File: src/rtl/mvm_sequencer.sv
// Binary-vector x 6x6 coefficient matrix product, emitted one column per handshake.
// Each column accumulates one row per cycle, then holds the result until it is accepted.
module mvm_sequencer (
  input  logic       clk,
  input  logic       rst,
  input  logic       cfg_we,
  input  logic [5:0] cfg_addr,
  input  logic [7:0] cfg_data,
  input  logic       start,
  input  logic [5:0] vec,
  output logic       busy,
  output logic       out_valid,
  input  logic       out_ready,
  output logic [2:0] out_col,
  output logic [7:0] out_data,
  output logic       done,
  output logic       err
);

  typedef enum logic [1:0] {IDLE, ACC, EMIT} state_t;

  state_t      state_q, state_d;
  logic [2:0]  row_q, row_d;
  logic [2:0]  col_q, col_d;
  logic [7:0]  acc_q, acc_d;
  logic [5:0]  vec_q, vec_d;
  logic        busy_q, busy_d;
  logic        out_valid_q, out_valid_d;
  logic [2:0]  out_col_q, out_col_d;
  logic [7:0]  out_data_q, out_data_d;
  logic        done_q, done_d;
  logic        err_q, err_d;
  logic [7:0]  m_q [36];
  logic [7:0]  m_d [36];
  logic [5:0]  rd_idx;

  // Flat coefficient index row*6+col, matching the cfg_addr encoding.
  assign rd_idx = 6'(row_q) * 6'd6 + 6'(col_q);

  always_comb begin
    // NOTE: every signal gets a default first so no path leaves it unassigned and infers a latch.
    state_d     = state_q;
    row_d       = row_q;
    col_d       = col_q;
    acc_d       = acc_q;
    vec_d       = vec_q;
    out_valid_d = out_valid_q;
    out_col_d   = out_col_q;
    out_data_d  = out_data_q;
    done_d      = 1'b0;
    err_d       = err_q;
    m_d         = m_q;

    if (cfg_we) begin
      if (state_q == IDLE && cfg_addr <= 6'd35) m_d[cfg_addr] = cfg_data;
      else                                      err_d = 1'b1;
    end

    case (state_q)
      IDLE: begin
        if (start) begin
          state_d = ACC;
          vec_d   = vec;
          col_d   = 3'd0;
          row_d   = 3'd0;
          acc_d   = 8'd0;
        end
      end
      ACC: begin
        acc_d = acc_q + (vec_q[row_q] ? m_q[rd_idx] : 8'd0);
        row_d = row_q + 3'd1;
        if (row_q == 3'd5) begin
          state_d     = EMIT;
          out_valid_d = 1'b1;
          out_col_d   = col_q;
          out_data_d  = acc_d;
        end
      end
      EMIT: begin
        if (out_ready) begin
          out_valid_d = 1'b0;
          if (col_q == 3'd5) begin
            state_d = IDLE;
            done_d  = 1'b1;
          end else begin
            state_d = ACC;
            col_d   = col_q + 3'd1;
            row_d   = 3'd0;
            acc_d   = 8'd0;
          end
        end
      end
      default: state_d = IDLE;
    endcase

    busy_d = (state_d != IDLE);
  end

  always_ff @(posedge clk or posedge rst) begin
    if (rst) begin
      state_q     <= IDLE;
      row_q       <= 3'd0;
      col_q       <= 3'd0;
      acc_q       <= 8'd0;
      vec_q       <= 6'd0;
      busy_q      <= 1'b0;
      out_valid_q <= 1'b0;
      out_col_q   <= 3'd0;
      out_data_q  <= 8'd0;
      done_q      <= 1'b0;
      err_q       <= 1'b0;
      // NOTE: the coefficient array is reset deliberately because reset must restore the default matrix.
      for (int i = 0; i < 36; i++) m_q[i] <= 8'(i + 1);
    end else begin
      // NOTE: non-blocking assignments so every flop samples pre-edge values regardless of statement order.
      state_q     <= state_d;
      row_q       <= row_d;
      col_q       <= col_d;
      acc_q       <= acc_d;
      vec_q       <= vec_d;
      busy_q      <= busy_d;
      out_valid_q <= out_valid_d;
      out_col_q   <= out_col_d;
      out_data_q  <= out_data_d;
      done_q      <= done_d;
      err_q       <= err_d;
      m_q         <= m_d;
    end
  end

  assign busy      = busy_q;
  assign out_valid = out_valid_q;
  assign out_col   = out_col_q;
  assign out_data  = out_data_q;
  assign done      = done_q;
  assign err       = err_q;

endmodule

File: config.mk
export PLATFORM = sky130hd
export DESIGN_NAME = mvm_sequencer
export DESIGN_NICKNAME = d
export VERILOG_FILES = /design/src/rtl/mvm_sequencer.sv
export SDC_FILE = /design/constraint.sdc
export NUM_CORES = 1
export LEC_CHECK = 0
export ABC_AREA = 1
export BUFFER_PORTS_ARGS = -buffer_cell sky130_fd_sc_hd__buf_2
export CAP_MARGIN = 25
export CORE_ASPECT_RATIO = 2
export CORE_MARGIN = 2
export CORE_UTILIZATION = 35
export DETAILED_ROUTE_END_ITERATION = 16
export PLACE_DENSITY_LB_ADDON = 0.15
export SLEW_MARGIN = 20
export SYNTH_ARGS = -nofsm -noshare
export SYNTH_HDL_FRONTEND = slang
export SYNTH_SLANG_ARGS = --single-unit
File: constraint.sdc
create_clock -name clk -period 13.8 [get_ports clk]
set_input_delay 1.38 -clock clk [delete_from_list [all_inputs] [get_ports clk]]
set_output_delay 1.38 -clock clk [all_outputs]
set_load 0.005 [all_outputs]
-- Yosys cells after proc, flatten, opt, wreduce, memory -nomap -nowiden
Cells that the tools add are included.
- add/sub/neg operators: 4
- multiply operators: 1
- order comparisons: 5
- equal/unequal tests: 8
- multiplexer cells: 31
- bitwise operators: 3
- reductions and logical operators: 14
- operators by type and width (kind ; count):
    $bwmux 288 ; 1
    $mux 8 ; 7
    $bmux 8 s6 ; 1
    $demux 8 s6 ; 1
    $pmux 8 s3 ; 1
    $mux 3 ; 5
    $ge 7x7->1 const B ; 2
    $not 6->7 ; 2
    $pmux 3 s3 ; 1
    $add 8x8->8 ; 1
    $ne 2x2->1 const B ; 4
    $reduce_and 2->1 ; 4
    $reduce_and 4->1 ; 2
    $lt 7x1->1 const B ; 1
    $mux 1 ; 7
    $add 3x1->3 const B ; 2
    $add 6x3->6 ; 1
    $eq 3x3->1 const B ; 2
    $le 6x6->1 const B ; 1
    $mux 2 ; 3
    $pmux 2 s3 ; 1
    $pmux 3 s2 ; 1
    $reduce_bool 2->1 ; 3
    $mul 3x2->5 const B ; 1
    other kinds (10) ; 11
- flip-flop bits (word level): 325
- input port bits: 25
- output and inout bits: 15
- logic and storage cells: 113

-- Longest topological paths before layout
- word-level depth: 9
- depth in mapped cells: 25
- gate-level depth less buffers: 25

-- Worst setup path after synthesis
No wires, ideal clock.
- path type: flip-flop to flip-flop
- start point: register row_q[1]
- end point: register acc_q[6]
- setup time: 0.134 ns
- data arrival time: 3.636 ns
- data required time: 13.666 ns
- path slack: 10.029 ns
- cell stages (with the launch flop): 20
- buffers on the path: 1
- clock period less this slack: 3.771 ns
- cells stage by stage: dfrtp_1 inv_1 ha_1 fa_1 clkbuf_1 nand3_1 nor2_1 nand2_1 a21oi_1 nand2_1 inv_1 ha_1 inv_1 fa_1 o21ai_0 a21oi_1 nor2_1 nor2_1 xor2_1 o21ai_0
- cells in the longest elaborated chain, start to end: 9
- elaborated cells between the ends (all ways): 11
- classes of those cells: 2 x add/sub; 1 x mul; 7 x mux; 1 x bitwise
- ends and longest elaborated chain (what ; RTL line ; source):
    from (decl) ; 23 ; logic [2:0] row_q, row_d;
    from (signal assigned) ; 117 ; row_q <= row_d;
    $mul 3x2->5 ; 38 ; assign rd_idx = 6'(row_q) * 6'd6 + 6'(col_q);
    $add 6x3->6 ; 38 ;
    $not 6->7 (implied by the code) ; 70 ; acc_d = acc_q + (vec_q[row_q] ? m_q[rd_idx] : 8'd0);
    $bmux 8 s6 ; 70 ;
    $mux 8 (implied by the code) (2 in a row) ; 70 ;
    $mux 8 (*) ; 70 ;
    $add 8x8->8 (*) ; 70 ;
    $pmux 8 s3 (*) ; 59 ; case (state_q)
    to (signal assigned) ; 104 ; acc_q <= 8'd0;
    to (signal assigned) ; 119 ; acc_q <= acc_d;
    to (decl) ; 25 ; logic [7:0] acc_q, acc_d;
Every way passes the cells marked *; elsewhere a longest branch is shown, timed or not. The select of a mux whose other input is x is not followed.
A chain may end at the register's enable or synchronous reset.

-- Worst setup path in the final report
- start point: register col_q[0]
- end point: register out_data_q[6], in the netlist out_data[6]
- cells in the longest elaborated chain, start to end: 7
- ends and longest elaborated chain (what ; RTL line ; source):
    from (decl) ; 24 ; logic [2:0] col_q, col_d;
    from (signal assigned) ; 118 ; col_q <= col_d;
    $add 6x3->6 ; 38 ;
    $not 6->7 (implied by the code) ; 70 ;
    $bmux 8 s6 ; 70 ;
    $mux 8 (implied by the code) (2 in a row) ; 70 ;
    $mux 8 ; 70 ;
    $add 8x8->8 ; 70 ;
    to (signal assigned) ; 124 ; out_data_q <= out_data_d;
    to (decl) ; 30 ; logic [7:0] out_data_q, out_data_d;
Every way passes these cells. The select of a mux whose other input is x is not followed.

==> results.yml <==
status:
  status: "completed"
routing:
  drt-met1-wl_mm: 18.4
  wl_per_cell_um: 20.4
  drc: 0
  vias_per_cell: 5.25
  top_layer: "met4"
  ant_nets: 0
  drt-initial-drc-count: 924
  route.met3.wl_mm: 1.53
  first_pass_iters: 7
  vias: 12441
  wirelength_mm: 48.3
  wl_met2_mm: 26.7
place:
  hpwl_mm: 31.9
  dpl-instance-area_mm2: 0.0158
  port_buffers: 39
  gp_congestion: 0.890
critical_path:
  r2r-end: "out_data[6]"
  cp-start-kind: "flop"
  critical_path_class: "flop to flop"
  reg2regPathDepth: 16
  cp_max_fo: 87
  arrival_ns: 5.25
  crit_start: "col_q[0]"
  r2r-start: "col_q[0]"
  r2r_slack_ns: 8.97
  worstPathRequired_ns: 14.23
  cp-end-kind: "flop"
layout:
  utilization_pct: 38.9
  n_antenna_cell: 0
  multi_input_area_mm2: 0.00633
  regArea_mm2: 0.00825
  synthToLayoutAreaGrowth_pct: 9.93
  final_nets: 1838
  stdcell_area_mm2: 0.0169
  drive_gt1_share_pct: 13.5
  fillCellCount: 4418
yosys:
  ys_seq_area_share_pct: 53.7
  yosysUniqueCellTypes: 37
  synth_top_cells_by_count: "573 x nand2_1, 269 x o21ai_0, 235 x dfrtp_1"
  synthArstFlopShare_pct: 100
  yosysMostFrequentCell: "nand2_1"
  yosysTopAreaCellShare_pct: 38.3
  synth_edf_count: 0
  postSynthCellCount: 1822
  synthFlopType: "dfrtp_1"
  synth.area.top_cells: "dfrtp_1 38%, dfstp_2 15%, nand2_1 14%, o21ai_0 8.8%, o21ai_1 3.2%"
  ys_warn_count: 0
  netlist_area_mm2: 0.0154
  ys_ff_latch: 325
  avgSynthCellArea_um2: 8.43
  syn-num-nets: 1865
  yosys.area.top_type: "dfrtp_1"
power:
  peakVddDrop_v: 0.0000863
  total_leakage_power_nw: 7.29
  power.density_mw_per_mm2: 199
clocking:
  clk_pin_slew_ns: 0.07
  h-tree-depth: 1
  clkSinkCount: 325
  cts_tree: "done"
  cts_setup_buffers: 0
  clockBufferDepth: 3
  root_buffer: "clkbuf_16"
  clock_latency_ns: 0.58
  post_cts_resize_count: 0
  hold_buffers: 0
  cts_buffers: 31
floorplanning:
  die_h_um: 300
  start_util_pct: 35.4
  io_pins: 40
  die_x_um: 152
  die_area_mm2: 0.0457
  core_area_mm2: 0.0434
  std_cell_rows: 108
timing:
  fin_tns_setup_ns: 0
  tightest_slew_ns: 0.960
  fin_crit_ns: 4.83
  hold_violations: 0
  fmax_mhz: 207
  maxSlewViolCount: 0
  setup_viol: 0
  finClkSkew_ns: 0.0174
  rsz0062_at_grt: "false"
  max-slew-margin-rel_pct: 36.0
  period_share_pct: 35.0
hold_path:
  hold_depth: 1
  min_path_type: "flop to flop"
  worstHoldEndpoint: "err"
  hold_path.startpoint: "err"
global_routing:
  grt_use_total_pct: 21.2
  grt_pass1_vias: 12173
  grt_pass1_wl_mm: 75.3
  antenna_found_initial: 0
  grt-ovfl-total: 0
  grt_max_degree: 137
flow_run:
  cap_viol_max_count: 0
## state kept, by name, indices dropped and copies added (netlist names)
name,flops
state_q,2
col_q,3
busy,1
out_valid,1
out_data,8
vec_q,6
done,1
acc_q,8
m_q,288
out_col,3
row_q,3
err,1
## metal layers
metal	GRT usage, %	vias up
met5	0	-
met4	7.85	0
met3	1.83	80
met2	40.6	277
met1	24.3	6073
li1	-	6011
## worst max path at each step
stage	to	slack (ns)	cells past startpoint
2_1_floorplan	acc_q[0]	3.57	1
3_3_place_gp	out_data[7]	8.73	22
3_5_place_dp	acc_q[7]	8.77	22
4_1_cts	acc_q[7]	8.75	22
5_1_grt	acc_q[6]	8.65	16
6_report	out_data[6]	8.97	16
## kinds of logic after synthesis
group / after synthesis / synth area share (%)
AOI/OAI and AO/OA: 501 / 17.4
xor gates and xnor gates: 6 / 0.342
adders and majority gates: 18 / 1.61
buffers and inverters: 176 / 5.12
DFF: 325 / 53.7
and+or+nand+nor: 796 / 21.8
## layout make-up
| class | count | share of cell area (%) |
|---|---|---|
| repair buffers | 56 | 2.15 |
| clock inverters | 9 | 0.563 |
| clock buffers | 48 | 5.46 |
| flip-flops and latches | 325 | 48.9 |
| inverters | 60 | 1.41 |
| well taps | 550 | 4.08 |
| multi-input cells | 1321 | 37.5 |
## placed cells by master, fill, tap and decap left out, types with 10 or more instances in the layout
| cell type | netlist | routed |
|---|---|---|
| dfrtp_1 | 235 | 234 |
| nand2_2 | 24 | 24 |
| buf_2 | 23 | 39 |
| buf_4 | 1 | 15 |
| nand4_1 | 12 | 12 |
| clkbuf_1 | 66 | 10 |
| dfstp_2 | 90 | 90 |
| ha_1 | 15 | 14 |
| nand2_1 | 573 | 573 |
| a21oi_1 | 77 | 77 |
| nor2_1 | 81 | 81 |
| o221ai_1 | 13 | 13 |
| a22o_1 | 10 | 10 |
| nand3_1 | 88 | 88 |
| o21ai_1 | 98 | 98 |
| o22ai_1 | 12 | 12 |
| clkbuf_16 | 0 | 32 |
| inv_1 | 56 | 52 |
| o21ai_0 | 269 | 269 |
## power breakdown
group          internal (mW)  leakage [nW]  switching [mW]
clock                  0.494         0.505           0.379
combinational          0.388          2.65           0.938
sequential              1.08          4.14          0.0832
## critical path, stage by stage (launching register included)
cell      delay, ns
dfrtp_4        0.76
inv_4          0.84
buf_4          0.66
o21ai_0        0.15
o221ai_1       0.30
nand3_1        0.17
nand2_1        0.11
nand3_1        0.11
nand2_1        0.09
nand2_1        0.08
fa_1           0.44
o21ai_0        0.32
a21oi_1        0.12
nor2_1         0.10
nor2_1         0.05
xor2_1         0.16
o21ai_0        0.10
## stage by stage
step	setup slack [ns]	cells	total power [mW]	hold WS (ns)
floorplan	3.57	1822	1.99	0.444
global placement	8.73	2309	2.49	0.433
detailed placement	8.77	2309	2.50	0.440
CTS	8.75	2366	3.38	0.454
global route	8.65	2369	3.56	0.467
finish	8.97	2369	3.36	0.451
Power figures use the tool's default switching activity.
